File: config.mk
export PLATFORM = sky130hd
export DESIGN_NAME = heichips25_multi_wrapper_flat
export DESIGN_NICKNAME = d
export VERILOG_FILES = /design/src/rtl/heichips25_multi_wrapper_if.sv /design/src/rtl/heichips25_multi_wrapper.sv /design/src/flat_wrapper.sv
export SDC_FILE = /design/constraint.sdc
export NUM_CORES = 1
export LEC_CHECK = 0
export ABC_CLOCK_PERIOD_IN_PS = 5300
export CAP_MARGIN = 20
export CORE_ASPECT_RATIO = 1.2
export CORE_MARGIN = 3
export CORE_UTILIZATION = 40
export DETAILED_ROUTE_END_ITERATION = 10
export GPL_ROUTABILITY_DRIVEN = 0
export PLACE_DENSITY = 0.94
export SLEW_MARGIN = 5
export SYNTH_ARGS = -nofsm -noshare
export SYNTH_HDL_FRONTEND = slang
export SYNTH_SLANG_ARGS = --single-unit
File: constraint.sdc
create_clock -name clk -period 5.3 [get_ports clk]
set_input_delay 0.795 -clock clk [delete_from_list [all_inputs] [get_ports clk]]
set_output_delay 0.795 -clock clk [all_outputs]
set_load 0.005 [all_outputs]
File: src/rtl/heichips25_multi_wrapper_if.sv
// Project-select handshake between a controller and the multi-project pad wrapper.
// The controller drives the request; the wrapper reports acceptance, errors and progress.
interface heichips25_multi_wrapper_if #(
    parameter int NUM_PROJECTS = 4
);
    localparam int ID_W = $clog2(NUM_PROJECTS);

    logic            sel_valid;
    logic            sel_ready;
    logic [ID_W-1:0] sel_id;
    logic            sel_err;
    logic            busy;
    logic [ID_W-1:0] cur_id;

    modport master (
        output sel_valid,
        output sel_id,
        input  sel_ready,
        input  sel_err,
        input  busy,
        input  cur_id
    );

    modport slave (
        input  sel_valid,
        input  sel_id,
        output sel_ready,
        output sel_err,
        output busy,
        output cur_id
    );
endinterface

File: src/rtl/heichips25_multi_wrapper.sv
// Runtime-selectable pad wrapper: one of NUM_PROJECTS slots owns the tile pins.
// Switching darkens the pads, holds the incoming slot in reset, then connects it.
module heichips25_multi_wrapper #(
    parameter int NUM_PROJECTS = 4,
    parameter int IO_W         = 8,
    parameter int DEFAULT_ID   = 0,
    parameter int GUARD_CYCLES = 4,
    parameter int RST_CYCLES   = 8
) (
    input  logic                         clk,
    input  logic                         rst,
    input  logic                         ena,
    heichips25_multi_wrapper_if.slave    sel,
    input  logic [NUM_PROJECTS*IO_W-1:0] proj_uo_out,
    input  logic [NUM_PROJECTS*IO_W-1:0] proj_uio_out,
    input  logic [NUM_PROJECTS*IO_W-1:0] proj_uio_oe,
    output logic [NUM_PROJECTS-1:0]      proj_ena,
    output logic [NUM_PROJECTS-1:0]      proj_rst_n,
    output logic [IO_W-1:0]              uo_out,
    output logic [IO_W-1:0]              uio_out,
    output logic [IO_W-1:0]              uio_oe
);
    localparam int ID_W    = $clog2(NUM_PROJECTS);
    localparam int CNT_MAX = (GUARD_CYCLES > RST_CYCLES) ? GUARD_CYCLES : RST_CYCLES;
    localparam int CNT_W   = $clog2(CNT_MAX + 1);

    localparam logic [1:0] ST_ACTIVE = 2'd0;
    localparam logic [1:0] ST_DRAIN  = 2'd1;
    localparam logic [1:0] ST_RESET  = 2'd2;

    logic [1:0]              state, state_d;
    logic [CNT_W-1:0]        cnt, cnt_d;
    logic [ID_W-1:0]         cur_id, cur_id_d;
    logic [ID_W-1:0]         nxt_id, nxt_id_d;
    logic                    err_q, err_d;
    logic                    id_ok;
    logic [NUM_PROJECTS-1:0] ena_d, rst_n_d;
    logic [IO_W-1:0]         slot_uo, slot_uio, slot_oe;
    logic [IO_W-1:0]         uo_q, uio_q, oe_q;
    logic                    pad_on;

    assign id_ok = int'(sel.sel_id) < NUM_PROJECTS;

    // Re-selecting the current slot is a legal request and forces a full re-reset.
    always_comb begin
        state_d  = state;
        cnt_d    = cnt;
        cur_id_d = cur_id;
        nxt_id_d = nxt_id;
        err_d    = 1'b0;
        case (state)
            ST_ACTIVE: begin
                if (sel.sel_valid) begin
                    if (id_ok) begin
                        nxt_id_d = sel.sel_id;
                        cnt_d    = CNT_W'(GUARD_CYCLES - 1);
                        state_d  = ST_DRAIN;
                    end else begin
                        err_d = 1'b1;
                    end
                end
            end
            ST_DRAIN: begin
                if (cnt == '0) begin
                    cur_id_d = nxt_id;
                    cnt_d    = CNT_W'(RST_CYCLES - 1);
                    state_d  = ST_RESET;
                end else begin
                    cnt_d = cnt - CNT_W'(1);
                end
            end
            ST_RESET: begin
                if (cnt == '0) begin
                    state_d = ST_ACTIVE;
                end else begin
                    cnt_d = cnt - CNT_W'(1);
                end
            end
            default: begin
                state_d = ST_RESET;
                cnt_d   = CNT_W'(RST_CYCLES - 1);
            end
        endcase
    end

    // Slot controls come from next-state values so the registered outputs never glitch.
    always_comb begin
        ena_d   = '0;
        rst_n_d = '0;
        for (int k = 0; k < NUM_PROJECTS; k++) begin
            ena_d[k]   = ena && (ID_W'(k) == cur_id_d) && (state_d != ST_DRAIN);
            rst_n_d[k] = (ID_W'(k) == cur_id_d) && (state_d != ST_RESET);
        end
    end

    always_comb begin
        slot_uo  = '0;
        slot_uio = '0;
        slot_oe  = '0;
        for (int k = 0; k < NUM_PROJECTS; k++) begin
            if (ID_W'(k) == cur_id) begin
                slot_uo  = proj_uo_out[k*IO_W +: IO_W];
                slot_uio = proj_uio_out[k*IO_W +: IO_W];
                slot_oe  = proj_uio_oe[k*IO_W +: IO_W];
            end
        end
    end

    always_ff @(posedge clk or posedge rst) begin
        if (rst) begin
            state      <= ST_RESET;
            cnt        <= CNT_W'(RST_CYCLES - 1);
            cur_id     <= ID_W'(DEFAULT_ID);
            nxt_id     <= ID_W'(DEFAULT_ID);
            err_q      <= 1'b0;
            proj_ena   <= '0;
            proj_rst_n <= '0;
            uo_q       <= '0;
            uio_q      <= '0;
            oe_q       <= '0;
        end else begin
            state      <= state_d;
            cnt        <= cnt_d;
            cur_id     <= cur_id_d;
            nxt_id     <= nxt_id_d;
            err_q      <= err_d;
            proj_ena   <= ena_d;
            proj_rst_n <= rst_n_d;
            uo_q       <= slot_uo;
            uio_q      <= slot_uio;
            oe_q       <= slot_oe;
        end
    end

    // Pads are gated by the current state so they go dark on the edge that accepts a switch.
    assign pad_on  = (state == ST_ACTIVE) && ena;
    assign uo_out  = pad_on ? uo_q  : '0;
    assign uio_out = pad_on ? uio_q : '0;
    assign uio_oe  = pad_on ? oe_q  : '0;

    assign sel.sel_ready = (state == ST_ACTIVE);
    assign sel.busy      = (state != ST_ACTIVE);
    assign sel.cur_id    = cur_id;
    assign sel.sel_err   = err_q;
endmodule

File: src/flat_wrapper.sv
// flat-port wrapper written by rule: the top's interface ports become plain ports
module heichips25_multi_wrapper_flat 
#(
    parameter int NUM_PROJECTS = 4,
    parameter int IO_W         = 8,
    parameter int DEFAULT_ID   = 0,
    parameter int GUARD_CYCLES = 4,
    parameter int RST_CYCLES   = 8
)
  (clk, rst, ena, proj_uo_out, proj_uio_out, proj_uio_oe, proj_ena, proj_rst_n, uo_out, uio_out, uio_oe, sel_sel_valid, sel_sel_id, sel_sel_ready, sel_sel_err, sel_busy, sel_cur_id);
  heichips25_multi_wrapper_if #(.NUM_PROJECTS(NUM_PROJECTS)) sel_i ();
  input  logic clk;
  input  logic rst;
  input  logic ena;
  input  logic [NUM_PROJECTS*IO_W-1:0] proj_uo_out;
  input  logic [NUM_PROJECTS*IO_W-1:0] proj_uio_out;
  input  logic [NUM_PROJECTS*IO_W-1:0] proj_uio_oe;
  output logic [NUM_PROJECTS-1:0] proj_ena;
  output logic [NUM_PROJECTS-1:0] proj_rst_n;
  output logic [IO_W-1:0] uo_out;
  output logic [IO_W-1:0] uio_out;
  output logic [IO_W-1:0] uio_oe;
  input wire logic [$bits(sel_i.sel_valid)-1:0] sel_sel_valid;
  input wire logic [$bits(sel_i.sel_id)-1:0] sel_sel_id;
  output wire logic [$bits(sel_i.sel_ready)-1:0] sel_sel_ready;
  output wire logic [$bits(sel_i.sel_err)-1:0] sel_sel_err;
  output wire logic [$bits(sel_i.busy)-1:0] sel_busy;
  output wire logic [$bits(sel_i.cur_id)-1:0] sel_cur_id;
  assign sel_i.sel_valid = sel_sel_valid;
  assign sel_i.sel_id = sel_sel_id;
  assign sel_sel_ready = sel_i.sel_ready;
  assign sel_sel_err = sel_i.sel_err;
  assign sel_busy = sel_i.busy;
  assign sel_cur_id = sel_i.cur_id;
  heichips25_multi_wrapper #(.NUM_PROJECTS(NUM_PROJECTS), .IO_W(IO_W), .DEFAULT_ID(DEFAULT_ID), .GUARD_CYCLES(GUARD_CYCLES), .RST_CYCLES(RST_CYCLES)) u_core (.clk(clk), .rst(rst), .ena(ena), .sel(sel_i), .proj_uo_out(proj_uo_out), .proj_uio_out(proj_uio_out), .proj_uio_oe(proj_uio_oe), .proj_ena(proj_ena), .proj_rst_n(proj_rst_n), .uo_out(uo_out), .uio_out(uio_out), .uio_oe(uio_oe));
endmodule
# Word level (Yosys, flattened, before mapping)
# Cells that the tools add are included.
dict set report totals {
  regBits 42
  in_bits 102
  output_inout_bits 37
  elab_cells 67
}
dict set report op_classes {
  addsub 1
  n_eq_ne 12
  n_mux 25
  reduce_logical 20
}
# operator count
set op_table {}
lappend op_table {{$mux W8} 15}
lappend op_table {{$logic_and A1 B1 Y1} 13}
lappend op_table {{$mux W4} 3}
lappend op_table {{$pmux W4 S3} 1}
lappend op_table {{$mux W2} 5}
lappend op_table {{$eq A2 B2 Y1 const A} 4}
lappend op_table {{$logic_not A2 Y1} 3}
lappend op_table {{$ne A2 B2 Y1 const B} 3}
lappend op_table {{$pmux W2 S3} 1}
lappend op_table {{$eq A1 B2 Y1 const A} 2}
lappend op_table {{$logic_not A4 Y1} 1}
lappend op_table {{$reduce_and A2 Y1} 2}
lappend op_table {{$sub A4 B1 Y4 const B} 1}
lappend op_table {{$eq A2 B1 Y1 const B} 1}
lappend op_table {{$eq A2 B2 Y1 const B} 1}
lappend op_table {{$ne A2 B1 Y1 const B} 1}
lappend op_table {{$reduce_bool A2 Y1} 1}

# Logic depth before layout (Yosys ltp)
dict set report logic_depth {
  word_depth 6
  ltp_mapped 7
  depth_no_buf 6
}

# Least setup slack after synthesis
# No wires, ideal clock.
dict set report synth_path {
  kind {register to output}
  from {register u_core.state[0]}
  to {output uio_out[5]}
  arrival_time_ps 1398
  t_required_ps 4505
  setup_slack_ps 3107
  stages_incl_launch_ff 6
  path_buffers 2
  path_cell_list {dfrtp_1 -> clkbuf_1 -> or2_2 -> inv_2 -> clkbuf_1 -> and3_1}
}
dict set report synth_via {
  elab_chain_cells 3
}
# item line
set synth_lines {}
lappend synth_lines {{start: declaration} heichips25_multi_wrapper.sv:31} ;# logic [1:0] state, state_d;
lappend synth_lines {{start signal: assignment} heichips25_multi_wrapper.sv:122} ;# state <= state_d;
lappend synth_lines {{$logic_not A2 Y1} -}
lappend synth_lines {{named net sel_sel_ready} flat_wrapper.sv:25} ;# output wire logic [$bits(sel_i.sel_ready)-1:0] sel_sel_ready;
lappend synth_lines {{$logic_and A1 B1 Y1} heichips25_multi_wrapper.sv:136} ;# assign pad_on = (state == ST_ACTIVE) && ena;
lappend synth_lines {{$mux W8} heichips25_multi_wrapper.sv:138} ;# assign uio_out = pad_on ? uio_q : '0;
lappend synth_lines {{end: declaration} flat_wrapper.sv:21} ;# output logic [IO_W-1:0] uio_out;
# The timed path passes the listed nets, and every way through them passes these cells.

# Worst setup path after layout
dict set report layout_path {
  from {input ena}
  to {output uio_out[0]}
}
dict set report layout_via {
  elab_chain_cells 2
}
# item line
set layout_lines {}
lappend layout_lines {{start: declaration} flat_wrapper.sv:14} ;# input logic ena;
lappend layout_lines {{$logic_and A1 B1 Y1} heichips25_multi_wrapper.sv:136}
lappend layout_lines {{$mux W8} heichips25_multi_wrapper.sv:138}
# No other way between the ends.

==> impl_metrics.toml <==
[routing]
drcViolationCount = 0
drt_iter0_drc = 92
route.vias.total = 2057
vias_per_cell = 5.70
routed_wl_microns = 7370
drt-pass1-iter-count = 4
ant_nets = 0
wl_per_cell_microns = 20.4

[sta]
drv_slew = 0
finalSetupViolCount = 0
fin_crit_sh_pct = 63.1
timing.fmax_mhz = 299
relSlewSlack_pct = 40.9
finalHoldViolCount = 0
post-route-min-period_ps = 3340
rsz0062_at_grt = "false"
tightest_slew_ps = 886
setup_tns_ps = 0
skew_ps = 5.54

[power]
p_leak_nw = 1.52
clkPwrFrac_pct = 13.8
comb_power_share_pct = 48.8
vdd_drop_max_v = 0.000283
intPower_mw = 1.00
power.density_mw_per_mm2 = 406
swShare_pct = 33.4
p_seq_share_pct = 37.4
p_total_mw = 1.51
power.switching_uw = 503

[clock_network]
post_cts_buffers = 0
clk_pin_slew_ps = 90
cts_buffer_depth = 2
clk_latency_ps = 290
post_cts_resized = 0
numCtsBuffers = 5
h-tree-depth = 2
cts.sinks = 42
cts_tree = "built"
root_buffer = "clkbuf_8"
ctsHoldBuffers = 0

[logic_synthesis]
synth_area_per_cell_sq_um = 13.3
ys_top_cells_by_area = "dfrtp_1, mux4_2, and3_1, dfstp_2, mux2_2"
synth_most_common_cell = "dfrtp_1"
syn_area_sq_mm = 0.00223
ys_types = 40
synth-seq-area-share_pct = 47.4
synth_seq_cells = 42
synthAdderAreaFrac_pct = 0.562
synthSimpleGateAreaFrac_pct = 14.0
muxShareOfSynthArea_pct = 27.3
netlist_top_cells_count = "dfrtp_1, and3_1, mux4_2"
synth_nets = 270
synth_xor_area_share_pct = 0.393
synth_top_family_by_area = "multiplexers"
ys.flop_type = "dfrtp_1"
synth_edf_count = 0
synth_compound_area_share_pct = 5.68
post-synth-top-area-cell = "dfrtp_1"
netlist_instances = 167
synth_top_area_share_pct = 42.7
ys.warnings.count = 0
async_flop_share_pct = 100

[placement]
io_buffers = 137
place_area_sq_mm = 0.00362
dp_hpwl_microns = 5720

[critical_path]
start_kind = "input port"
cp_common_cell = "clkdlybuf4s50_1"
critPathTopFamily = "buffers and inverters"
crit_chain = "clkdlybuf4s50_1 -> and3_1 -> clkdlybuf4s50_1"
cpPeakStageDelay_ps = 950
crit_path_max_fanout = 25
cp-end-kind = "primary output"
crit_required_ps = 4510
crit_type = "in -> out"
slowest_stage = "clkdlybuf4s50_1"
crit_arrival_ps = 2550
worst-path-buf-inv = 2

[finish]
final_cell_area_sq_mm = 0.00371
multiInputGateArea_sq_mm = 0.00107
drive_gt1_share_pct = 16.1
nNetsFinal = 401
n_antenna_cell = 0
postLayoutCoreUtil_pct = 69.6
area_growth_pct = 66.7
nFillCells = 395
final-seq-area_sq_mm = 0.00106

[run_status]
outcome = "finished, final reports clean"

[die]
pin_count = 139
core_sq_mm = 0.00533
start_util_pct = 41.7
die_width_microns = 74.1
rows = 29
die_area_sq_mm = 0.00650
die_h_microns = 87.7

[grt]
grt_usage_pct = 22.9
grt_pass1_wl_microns = 11000
grt_pass1_vias = 2190
overflow = 0
antenna_found_initial = 0
grt_max_degree = 43

[worst_hold_path]
hp-class = "reg -> reg"

[run]
max_cap_violations = 0
-- power groups by stage --
stage	sequential (mW)	combinational [mW]	clock [mW]
6_report	0.563	0.735	0.208
5_1_grt	0.581	0.797	0.229
4_1_cts	0.563	0.742	0.212
3_5_place_dp	0.570	0.739	0
3_3_place_gp	0.560	0.706	0
2_1_floorplan	0.527	0.444	0
-- metrics by stage --
stage               hold slack [ps]  cells  worst slack, ps
floorplan                       511    167             3110
global placement                532    353             2030
detailed placement              551    353             1960
CTS                             572    361             1950
global route                    585    361             1830
finish                          568    361             1960
-- metal layers --
layer | global-route usage (%) | wire length, microns | vias up | share of wire (%)
li1 | - | - | 898 | -
met1 | 28.1 | 2610 | 1000 | 35
met2 | 38.5 | 3850 | 139 | 52
met3 | 5.28 | 627 | 20 | 8.5
met4 | 9.56 | 275 | 0 | 3.7
met5 | 0 | 0 | - | 0
-- sequential cells by signal (all words and copies together), names as in the netlist --
| register | count |
|---|---|
| u_core.oe_q | 8 |
| u_core.uio_q | 8 |
| u_core.uo_q | 8 |
| u_core.cnt | 4 |
| u_core.proj_ena | 4 |
| u_core.proj_rst_n | 4 |
| u_core.nxt_id | 2 |
| u_core.sel.cur_id | 2 |
| u_core.state | 2 |
-- logic make-up after synthesis --
kind of cell / after synthesis
simple gates: 50
xor+xnor: 1
buf+inv: 23
other cells: 1
flops: 42
compound gates: 19
mux: 30
fa+ha+maj: 1
-- path summary, 6_finish.rpt --
path | startpoint | end | slack (ps) | cells after the start
max in group asynchronous | rst | u_core.sel.cur_id[0]$_DFF_PP0_ | 3690 | 2
hold reg to reg | u_core.cnt[0]$_DFFE_PP1P_ | u_core.cnt[0]$_DFFE_PP1P_ | 570 | 1
min in group asynchronous | rst | u_core.oe_q[7]$_DFF_PP0_ | 1010 | 2
setup / recovery | ena | uio_out[0] | 1960 | 3
setup reg to reg | u_core.cnt[1]$_DFFE_PP1P_ | u_core.proj_ena[0]$_DFF_PP0_ | 3340 | 5
hold / removal | u_core.cnt[0]$_DFFE_PP1P_ | u_core.cnt[0]$_DFFE_PP1P_ | 570 | 1
-- cell usage in the layout (no fill, tap or decap), types with 2 or more instances in the layout --
master / count
clkdlybuf4s50_1: 137
dfrtp_1: 37
and3_1: 25
mux4_2: 24
inv_1: 6
a21oi_1: 6
mux2_2: 5
clkbuf_8: 5
nor2b_1: 4
nor2_1: 4
nor3_1: 4
dfstp_2: 4
nor3b_1: 3
o21ai_0: 3
nand2_1: 2
inv_2: 2
nand4b_1: 2
buf_4: 2
-- area by class of cell --
| type | count | share of cell area, % |
|---|---|---|
| inverter | 8 | 0.809 |
| clock buffer | 5 | 1.85 |
| sequential | 42 | 28.5 |
| multi-input combinational | 102 | 28.8 |
| timing repair buffer | 139 | 37.4 |
| clock inverter | 3 | 0.573 |
| tap | 62 | 2.09 |
Power figures use the tool's default switching activity.
==> RTL edit, RTL diff (same settings) <==
`GUARD_CYCLES` is set to 4 in 2 places; all go to 8.
--- a/src/rtl/heichips25_multi_wrapper.sv
+++ b/src/rtl/heichips25_multi_wrapper.sv
@@ -6,3 +6,3 @@
     parameter int DEFAULT_ID   = 0,
-    parameter int GUARD_CYCLES = 4,
+    parameter int GUARD_CYCLES = 8,
     parameter int RST_CYCLES   = 8
--- a/src/flat_wrapper.sv
+++ b/src/flat_wrapper.sv
@@ -6,3 +6,3 @@
     parameter int DEFAULT_ID   = 0,
-    parameter int GUARD_CYCLES = 4,
+    parameter int GUARD_CYCLES = 8,
     parameter int RST_CYCLES   = 8
Behaviour: same outputs for any inputs over 10 cycles, from zero or initial values and one cycle with rst high; that may be too few to reach the edited logic, so the function may still have changed.
==> RTL edit against the unedited design <==
- synthesized cell count shrank 3.0%
- first-iteration DRC count decreased by 26%
- critical path type unchanged
- cell area is 3.1% higher
- clock skew decreased by 1.1 ps
- area after synthesis is 1.0% higher
- combinational power up 11%
- largest power group unchanged
- fmax fell by 1.9%
- utilization is 1.7 points higher
- critical endpoint is now uio_out[4]
- largest cell class unchanged
- sequential cell count did not move
- worst setup slack lost 63 ps
- routed wire length decreased by 13%
- power rose by 14%
- via count shrank 5.8%
==> RTL edit: results (changes against the unedited design) <==
number of fillers in the final layout=394 (-0.25%); placed cells=351 (-0.57%); final net count=404 (+0.75%); DR vias/cell=5.38 (-5.6%); pre-CTS setup slack=1900 ps (-57.9 ps); post-synthesis compound-gate area fraction=4.62% (-1.1 points); fraction of layout cells with a size suffix above 1=17.1% (+1.1 points); Leakage=1.60 nW (+4.7%); Max transition margin=43.6% (+2.7 points); Synth Area in XOR/XNOR=0% (-0.39 points); Num CTS Buffers=5 (unchanged); syn avg cell area=13.9 um2 (+4.1%); first-pass GRT wire length=10200 um (-7.6%); Int Pwr=1.18 mW (+18%); vias in the first global route=2139 (-2.3%); skew final=4.41 ps (-1.12 ps); DR vias=1937 (-5.8%); Synth top cells by count=dfrtp_1 (38), and3_1 (24), mux4_2 (24); Post-CTS Resized=0 (unchanged); total track usage=20.5% (-2.4 points); Post-DP Area=3660 um2 (+1.0%); status=finished, final reports clean; Synth area leaders=dfrtp_1 (42%), mux4_2 (24%), and3_1 (6.7%); Post-Route WL=6420 um (-13%); peak supply drop=232 uV (-18%); syn_nets=269 (-0.37%); Seq/Total Area, Yosys=47.0% (-0.48 points); Crit Path Max Fanout=28 (+12%); WP data arrival=2610 ps (+60 ps)
==> RTL edit: cell count changes in the layout (fill, tap and decap cells not counted), sizes merged, moves of 2 or more <==
cell / delta
and4: +4
nor3b: -2
and2: +2
nor2b: -4
nand4b: -2
nand2: +2
mux2: -3
bufinv: +2
ha: +4
==> RTL edit: area by class of cell <==
type | instances | area share [%]
inverters | 10 | 0.981
repair buffers | 139 | 36.7
clock inverters | 2 | 1.57
clock buffers | 6 | 2.16
flip-flops and latches | 42 | 27.6
well taps | 62 | 2.03
multi-input cells | 99 | 28.9
==> RTL edit: critical path, cell delays in order <==
cell,delay [ps]
clkdlybuf4s50_1,990
and3_1,280
clkdlybuf4s50_1,530
==> RTL edit: path summary, 6_finish.rpt <==
| check | from | end | slack [ps] | depth (start not counted) |
|---|---|---|---|---|
| hold reg to reg | u_core.nxt_id[0] | u_core.nxt_id[0] | 550 | 1 |
| hold / removal | u_core.nxt_id[0] | u_core.nxt_id[0] | 550 | 1 |
| max in group asynchronous | rst | u_core.sel.cur_id[0] | 3990 | 3 |
| setup / recovery | ena | uio_out[4] | 1890 | 3 |
| setup reg to reg | u_core.state[1] | u_core.proj_ena[2] | 2850 | 6 |
| min in group asynchronous | rst | u_core.proj_rst_n[1] | 940 | 3 |
==> RTL edit: kinds of logic after synthesis <==
logic type | count (synthesis)
other cells | 1
mux | 28
fa+ha+maj | 5
buf+inv | 21
simple gates | 51
compound gates | 14
flops | 42
==> RTL edit: power by group through the flow <==
stage / clock network, mW / registers [mW] / logic (mW)
floorplan: 0 / 0.525 / 0.520
global placement: 0 / 0.615 / 0.746
detailed placement: 0 / 0.626 / 0.781
CTS: 0.314 / 0.620 / 0.782
global route: 0.325 / 0.616 / 0.892
finish: 0.307 / 0.589 / 0.818
==> RTL edit: metal layers <==
metal	up-vias	part of all wire [%]	global-route usage, %	routed length, um
li1	880	-	-	-
met1	951	35	23.0	2220
met2	98	58	38.4	3690
met3	8	6.3	4.02	403
met4	0	1.6	6.31	101
met5	-	0	0	0
